### src/rtl/countdown_pkg.sv
// Shared definitions for the countdown timer: default counter width and
// the FSM state encoding.
package countdown_pkg;

    localparam int unsigned WIDTH_DEFAULT = 5;

    typedef enum logic [1:0] {
        ST_IDLE   = 2'd0,
        ST_RUN    = 2'd1,
        ST_PAUSED = 2'd2,
        ST_DONE   = 2'd3
    } state_t;

endpackage : countdown_pkg

### src/rtl/countdown_timer.sv
// Loadable down-counter with pause, sticky expired flag and a one-cycle
// done pulse. The counter never wraps; reaching zero parks the FSM in DONE.
//
// state   | meaning
// --------+-----------------------------------------------------------
// IDLE    | count holds the start value, waiting for start
// RUN     | count decrements once per edge while pause is low
// PAUSED  | countdown frozen, resumes (without decrement) when pause drops
// DONE    | count is 0, expired held high until load or restart
module countdown_timer
    import countdown_pkg::*;
#(
    parameter int WIDTH = WIDTH_DEFAULT
) (
    input  logic             clk,
    input  logic             reset,
    input  logic             load,
    input  logic [WIDTH-1:0] load_value,
    input  logic             start,
    input  logic             pause,
    output logic [WIDTH-1:0] count,
    output logic             busy,
    output logic             expired,
    output logic             done_pulse
);

    localparam logic [WIDTH-1:0] ZERO     = '0;
    localparam logic [WIDTH-1:0] ONE      = WIDTH'(1);
    localparam logic [WIDTH-1:0] ALL_ONES = '1;

    state_t           state_q, state_d;
    logic [WIDTH-1:0] count_q, count_d;
    logic [WIDTH-1:0] reload_q, reload_d;
    logic             busy_q, busy_d;
    logic             expired_q, expired_d;
    logic             done_pulse_q, done_pulse_d;

    // Next-state and next-output computation; load overrides everything.
    always_comb begin
        state_d      = state_q;
        count_d      = count_q;
        reload_d     = reload_q;
        expired_d    = expired_q;
        done_pulse_d = 1'b0;

        if (load) begin
            state_d   = ST_IDLE;
            count_d   = load_value;
            reload_d  = load_value;
            expired_d = 1'b0;
        end else begin
            unique case (state_q)
                ST_IDLE: begin
                    if (start) begin
                        if (count_q == ZERO) begin
                            state_d      = ST_DONE;
                            expired_d    = 1'b1;
                            done_pulse_d = 1'b1;
                        end else begin
                            state_d = ST_RUN;
                        end
                    end
                end
                ST_RUN: begin
                    if (pause) begin
                        state_d = ST_PAUSED;
                    end else if (count_q <= ONE) begin
                        // Also covers a zero count so the counter can never wrap.
                        count_d      = ZERO;
                        state_d      = ST_DONE;
                        expired_d    = 1'b1;
                        done_pulse_d = 1'b1;
                    end else begin
                        count_d = count_q - ONE;
                    end
                end
                ST_PAUSED: begin
                    if (!pause) begin
                        state_d = ST_RUN;
                    end
                end
                ST_DONE: begin
                    if (start) begin
                        count_d = reload_q;
                        if (reload_q == ZERO) begin
                            // Restart with a zero reload finishes immediately again.
                            expired_d    = 1'b1;
                            done_pulse_d = 1'b1;
                        end else begin
                            expired_d = 1'b0;
                            state_d   = ST_RUN;
                        end
                    end
                end
                default: begin
                    state_d = ST_IDLE;
                end
            endcase
        end

        busy_d = (state_d == ST_RUN) || (state_d == ST_PAUSED);
    end

    // State and output registers with asynchronous reset.
    always_ff @(posedge clk or posedge reset) begin
        if (reset) begin
            state_q      <= ST_IDLE;
            count_q      <= ALL_ONES;
            reload_q     <= ALL_ONES;
            busy_q       <= 1'b0;
            expired_q    <= 1'b0;
            done_pulse_q <= 1'b0;
        end else begin
            state_q      <= state_d;
            count_q      <= count_d;
            reload_q     <= reload_d;
            busy_q       <= busy_d;
            expired_q    <= expired_d;
            done_pulse_q <= done_pulse_d;
        end
    end

    assign count      = count_q;
    assign busy       = busy_q;
    assign expired    = expired_q;
    assign done_pulse = done_pulse_q;

endmodule : countdown_timer

### config.mk
export PLATFORM = sky130hd
export DESIGN_NAME = countdown_timer
export DESIGN_NICKNAME = d
export VERILOG_FILES = /design/src/rtl/countdown_pkg.sv /design/src/rtl/countdown_timer.sv
export SDC_FILE = /design/constraint.sdc
export NUM_CORES = 1
export LEC_CHECK = 0
export ABC_CLOCK_PERIOD_IN_PS = 2300
export BUFFER_PORTS_ARGS = -buffer_cell sky130_fd_sc_hd__buf_2
export CORE_MARGIN = 10
export CORE_UTILIZATION = 50
export DETAILED_ROUTE_END_ITERATION = 10
export GPL_ROUTABILITY_DRIVEN = 0
export PLACE_DENSITY = 0.72
export SETUP_SLACK_MARGIN = 0.2
export SYNTH_ARGS = -nofsm -noshare
export SYNTH_HDL_FRONTEND = slang
export SYNTH_SLANG_ARGS = --single-unit
### constraint.sdc
create_clock -name clk -period 2.3 [get_ports clk]
set_clock_uncertainty 0.2 [all_clocks]
set_input_delay 0.345 -clock clk [delete_from_list [all_inputs] [get_ports clk]]
set_output_delay 0.345 -clock clk [all_outputs]
set_load 0.03 [all_outputs]
==> insert_results.sql <==
INSERT INTO impl_metrics (metric_group, metric, value, unit) VALUES
('outcome', 'outcome', 'finished, final reports clean', ''),
('power_and_ir_drop', 'netSwitchingPower', '0.000742', 'W'),
('setup_path', 'cpMaxStageDelayCell', 'sky130_fd_sc_hd__dfstp_2', ''),
('floorplanning', 'placeableCoreArea', '1980', 'um^2'),
('global_routing', 'grtUsageTotal', '0.109', ''),
('setup_path', 'critPathBufInv', '0', ''),
('routing', 'post_detailed_route_count_of_antenna_violating_nets', '0', ''),
('routing', 'drt_first_iter_violations', '49', ''),
('yosys', 'syn-num-nets', '123', ''),
('floorplanning', 'start_util', '0.529', ''),
('global_routing', 'grt_antenna_before_repair', '0', ''),
('routing', 'drc', '0', ''),
('setup_path', 'timing.critical_path.cells', 'ha_1 > o21ba_4 > nor2_8 > o2bb2a_4 > a221oi_4 > xor2_1', ''),
('power_and_ir_drop', 'power.static_leakage', '0.546', 'nW'),
('power_and_ir_drop', 'power.density_cell_area', '1280', 'nW/um^2'),
('final_layout', 'syn2layout_area_growth', '18.9', '%'),
('setup_path', 'timing.critical_path.required', '2300', 'ps'),
('place', 'port_buffers', '17', ''),
('timing', 'timing.fmax', '501', 'MHz'),
('setup_path', 'setup.reg_to_reg.worst_slack', '310', 'ps'),
('global_routing', 'grt_start_max_net_pins', '18', ''),
('timing', 'tns', '0', 'ps'),
('routing', 'via_count', '909', ''),
('timing', 'timing.final.crit_period', '1990', 'ps'),
('final_layout', 'post_layout_nonfiller_instances', '156', ''),
('clocking', 'cts_htree_levels', '1', ''),
('clocking', 'cts_num_sinks', '15', ''),
('final_layout', 'fillerInstances', '172', ''),
('timing', 'post-route-period-util', '0.867', ''),
('floorplanning', 'placement_rows', '16', ''),
('yosys', 'synth-edff-count', '0', ''),
('yosys', 'synth.cell_area', '1050', 'um^2'),
('place', 'placed_cells', '148', ''),
('global_routing', 'global_route.overflow_total', '0', ''),
('floorplanning', 'die_y', '65.8', 'um'),
('timing', 'transition_time_of_the_tightest_slew_check_pin', '548', 'ps'),
('clocking', 'ctsLongestPathBuffers', '2', ''),
('yosys', 'post-synth-top-area-cell', 'sky130_fd_sc_hd__dfstp_2', ''),
('setup_path', 'critPathArrivalTime', '1990', 'ps'),
('timing', 'timing.hold.ws', '114', 'ps'),
('yosys', 'yosysSeqAreaShare', '0.370', ''),
('routing', 'drt-vias-per-instance', '5.83', ''),
('yosys', 'ys_ff_latch', '15', ''),
('floorplanning', 'die_w', '65.8', 'um'),
('yosys', 'netlist.area_leader.share', '0.251', ''),
('power_and_ir_drop', 'clock_power_share', '0.091', ''),
('power_and_ir_drop', 'share_comb_of_total_power', '0.594', ''),
('timing', 'slew_viol_final', '0', ''),
('timing', 'final_hold_viol_count', '0', ''),
('setup_path', 'family_of_cells_with_the_greatest_summed_delay_on_the_critical_path', 'compound AO/OA/AOI/OAI gates', ''),
('yosys', 'synthDistinctLibCells', '35', ''),
('global_routing', 'number_of_global_route_vias_before_repair', '872', ''),
('yosys', 'yosysWarningCount', '0', ''),
('final_layout', 'insertedDiodeCount', '0', ''),
('clocking', 'cts.reportedPaths.clkPinSlew', '90', 'ps'),
('flow_run', 'max_cap_violations', '0', ''),
('global_routing', 'grt_pass1_wl', '3850', 'um'),
('yosys', 'synth_async_sr_flop_share', '1.00', ''),
('final_layout', 'drive_above_1_share', '0.426', ''),
('routing', 'detail_route.wirelength', '2400', 'um'),
('yosys', 'yosys-top-cells-count', 'sky130_fd_sc_hd__dfstp_2, sky130_fd_sc_hd__o21ai_0, sky130_fd_sc_hd__nor2_1', ''),
('routing', 'drtPass1Iterations', '4', ''),
('floorplanning', 'design.die.area', '4330', 'um^2'),
('clocking', 'cts-buffers-inserted', '3', ''),
('power_and_ir_drop', 'seqPwrFrac', '0.314', ''),
('yosys', 'ys_dominant_reg_cell', 'sky130_fd_sc_hd__dfstp_2', ''),
('yosys', 'synth.area.top_cells', 'sky130_fd_sc_hd__dfstp_2, sky130_fd_sc_hd__dfrtp_1, sky130_fd_sc_hd__ha_1, sky130_fd_sc_hd__mux2_2, sky130_fd_sc_hd__o21ai_0', ''),
('power_and_ir_drop', 'power.switching_fraction', '0.465', ''),
('yosys', 'syn_area_per_cell', '9.99', 'um^2'),
('yosys', 'postSynthCellCount', '105', ''),
('timing', 'rsz0062_at_grt', 'true', '');
[per-layer routing]
layer / track usage / share of wire / vias up
met2: 0.186 / 0.49 / 26
met1: 0.135 / 0.44 / 444
met4: 0.0241 / 0.0050 / 0
li1: - / - / 437
met3: 0.0254 / 0.066 / 2
met5: 0 / 0 / -
[logic make-up after synthesis]
group,synth area share
AOI/OAI and AO/OA,0.227
xor gates and xnor gates,0.00835
adders and majority gates,0.0955
buffers and inverters,0.0394
DFF,0.370
muxes,0.0728
and+or+nand+nor,0.187
[sequential cells by signal, summed over array words and instances, names as in the netlist]
name,cells
count,5
reload_q,5
state_q,2
busy,1
done_pulse,1
expired,1
[per-stage QoR]
| step | cell area [um^2] | total power [W] | utilization | worst slack (ps) |
|---|---|---|---|---|
| floorplan | 1050 | 0.00117 | - | 240 |
| finish | 1250 | 0.00159 | 0.629 | 305 |
| CTS | 1210 | 0.00153 | 0.609 | 205 |
| global route | 1250 | 0.00172 | 0.629 | 155 |
| global placement | 1170 | 0.00136 | 0.590 | 209 |
| detailed placement | 1170 | 0.00139 | 0.590 | 230 |
[power by group through the flow]
| stage | clock [W] | combinational, W | sequential, W |
|---|---|---|---|
| 2_1_floorplan | 0 | 0.000561 | 0.000606 |
| 3_3_place_gp | 0 | 0.000860 | 0.000500 |
| 3_5_place_dp | 0 | 0.000878 | 0.000508 |
| 4_1_cts | 0.000149 | 0.000882 | 0.000503 |
| 5_1_grt | 0.000162 | 0.00103 | 0.000520 |
| 6_report | 0.000146 | 0.000948 | 0.000501 |
[timing repair]
item / CTS / global route
hold buffers: 1 / 0
endpoints found under the setup margin: 0 / 6
resized for setup: 0 / 9
endpoints found under the hold margin: 5 / 0
buffers inserted: 0 / 3
[cells in the final DEF (no fill, tap or decap), types with 2 or more instances in the layout]
cell type / instances
sky130_fd_sc_hd__o21ai_0: 8
sky130_fd_sc_hd__inv_1: 4
sky130_fd_sc_hd__mux2_2: 5
sky130_fd_sc_hd__nor2b_1: 3
sky130_fd_sc_hd__clkbuf_4: 3
sky130_fd_sc_hd__nor3_1: 3
sky130_fd_sc_hd__nand3_1: 2
sky130_fd_sc_hd__dfstp_2: 10
sky130_fd_sc_hd__inv_2: 2
sky130_fd_sc_hd__o21ai_2: 2
sky130_fd_sc_hd__o31ai_1: 2
sky130_fd_sc_hd__a211oi_1: 3
sky130_fd_sc_hd__a21oi_1: 5
sky130_fd_sc_hd__buf_2: 17
sky130_fd_sc_hd__nand2_1: 7
sky130_fd_sc_hd__nor2_1: 9
sky130_fd_sc_hd__ha_1: 7
sky130_fd_sc_hd__o21ai_1: 3
sky130_fd_sc_hd__dfrtp_1: 4
sky130_fd_sc_hd__a221oi_1: 3
sky130_fd_sc_hd__mux2i_1: 2
sky130_fd_sc_hd__buf_4: 5
sky130_fd_sc_hd__nor3b_1: 2
[cell type report]
class,instances,area (um^2),share of cell area
timing repair buffer,23,133,0.106
tap,27,33.8,0.0271
inverter,6,22.5,0.0181
multi-input combinational,81,642,0.515
clock buffer,4,26.3,0.0211
sequential,15,389,0.312
[worst paths after layout]
check	start	endpoint	cells past startpoint
setup / recovery	count[0]	busy	6
hold / removal	load_value[0]	reload_q[0]	2
setup reg to reg	count[0]	busy	6
hold reg to reg	count[1]	count[1]	2
max in group asynchronous	reset	state_q[1]	3
min in group asynchronous	reset	expired	3
No activity file was read; power rests on OpenSTA's default activity.
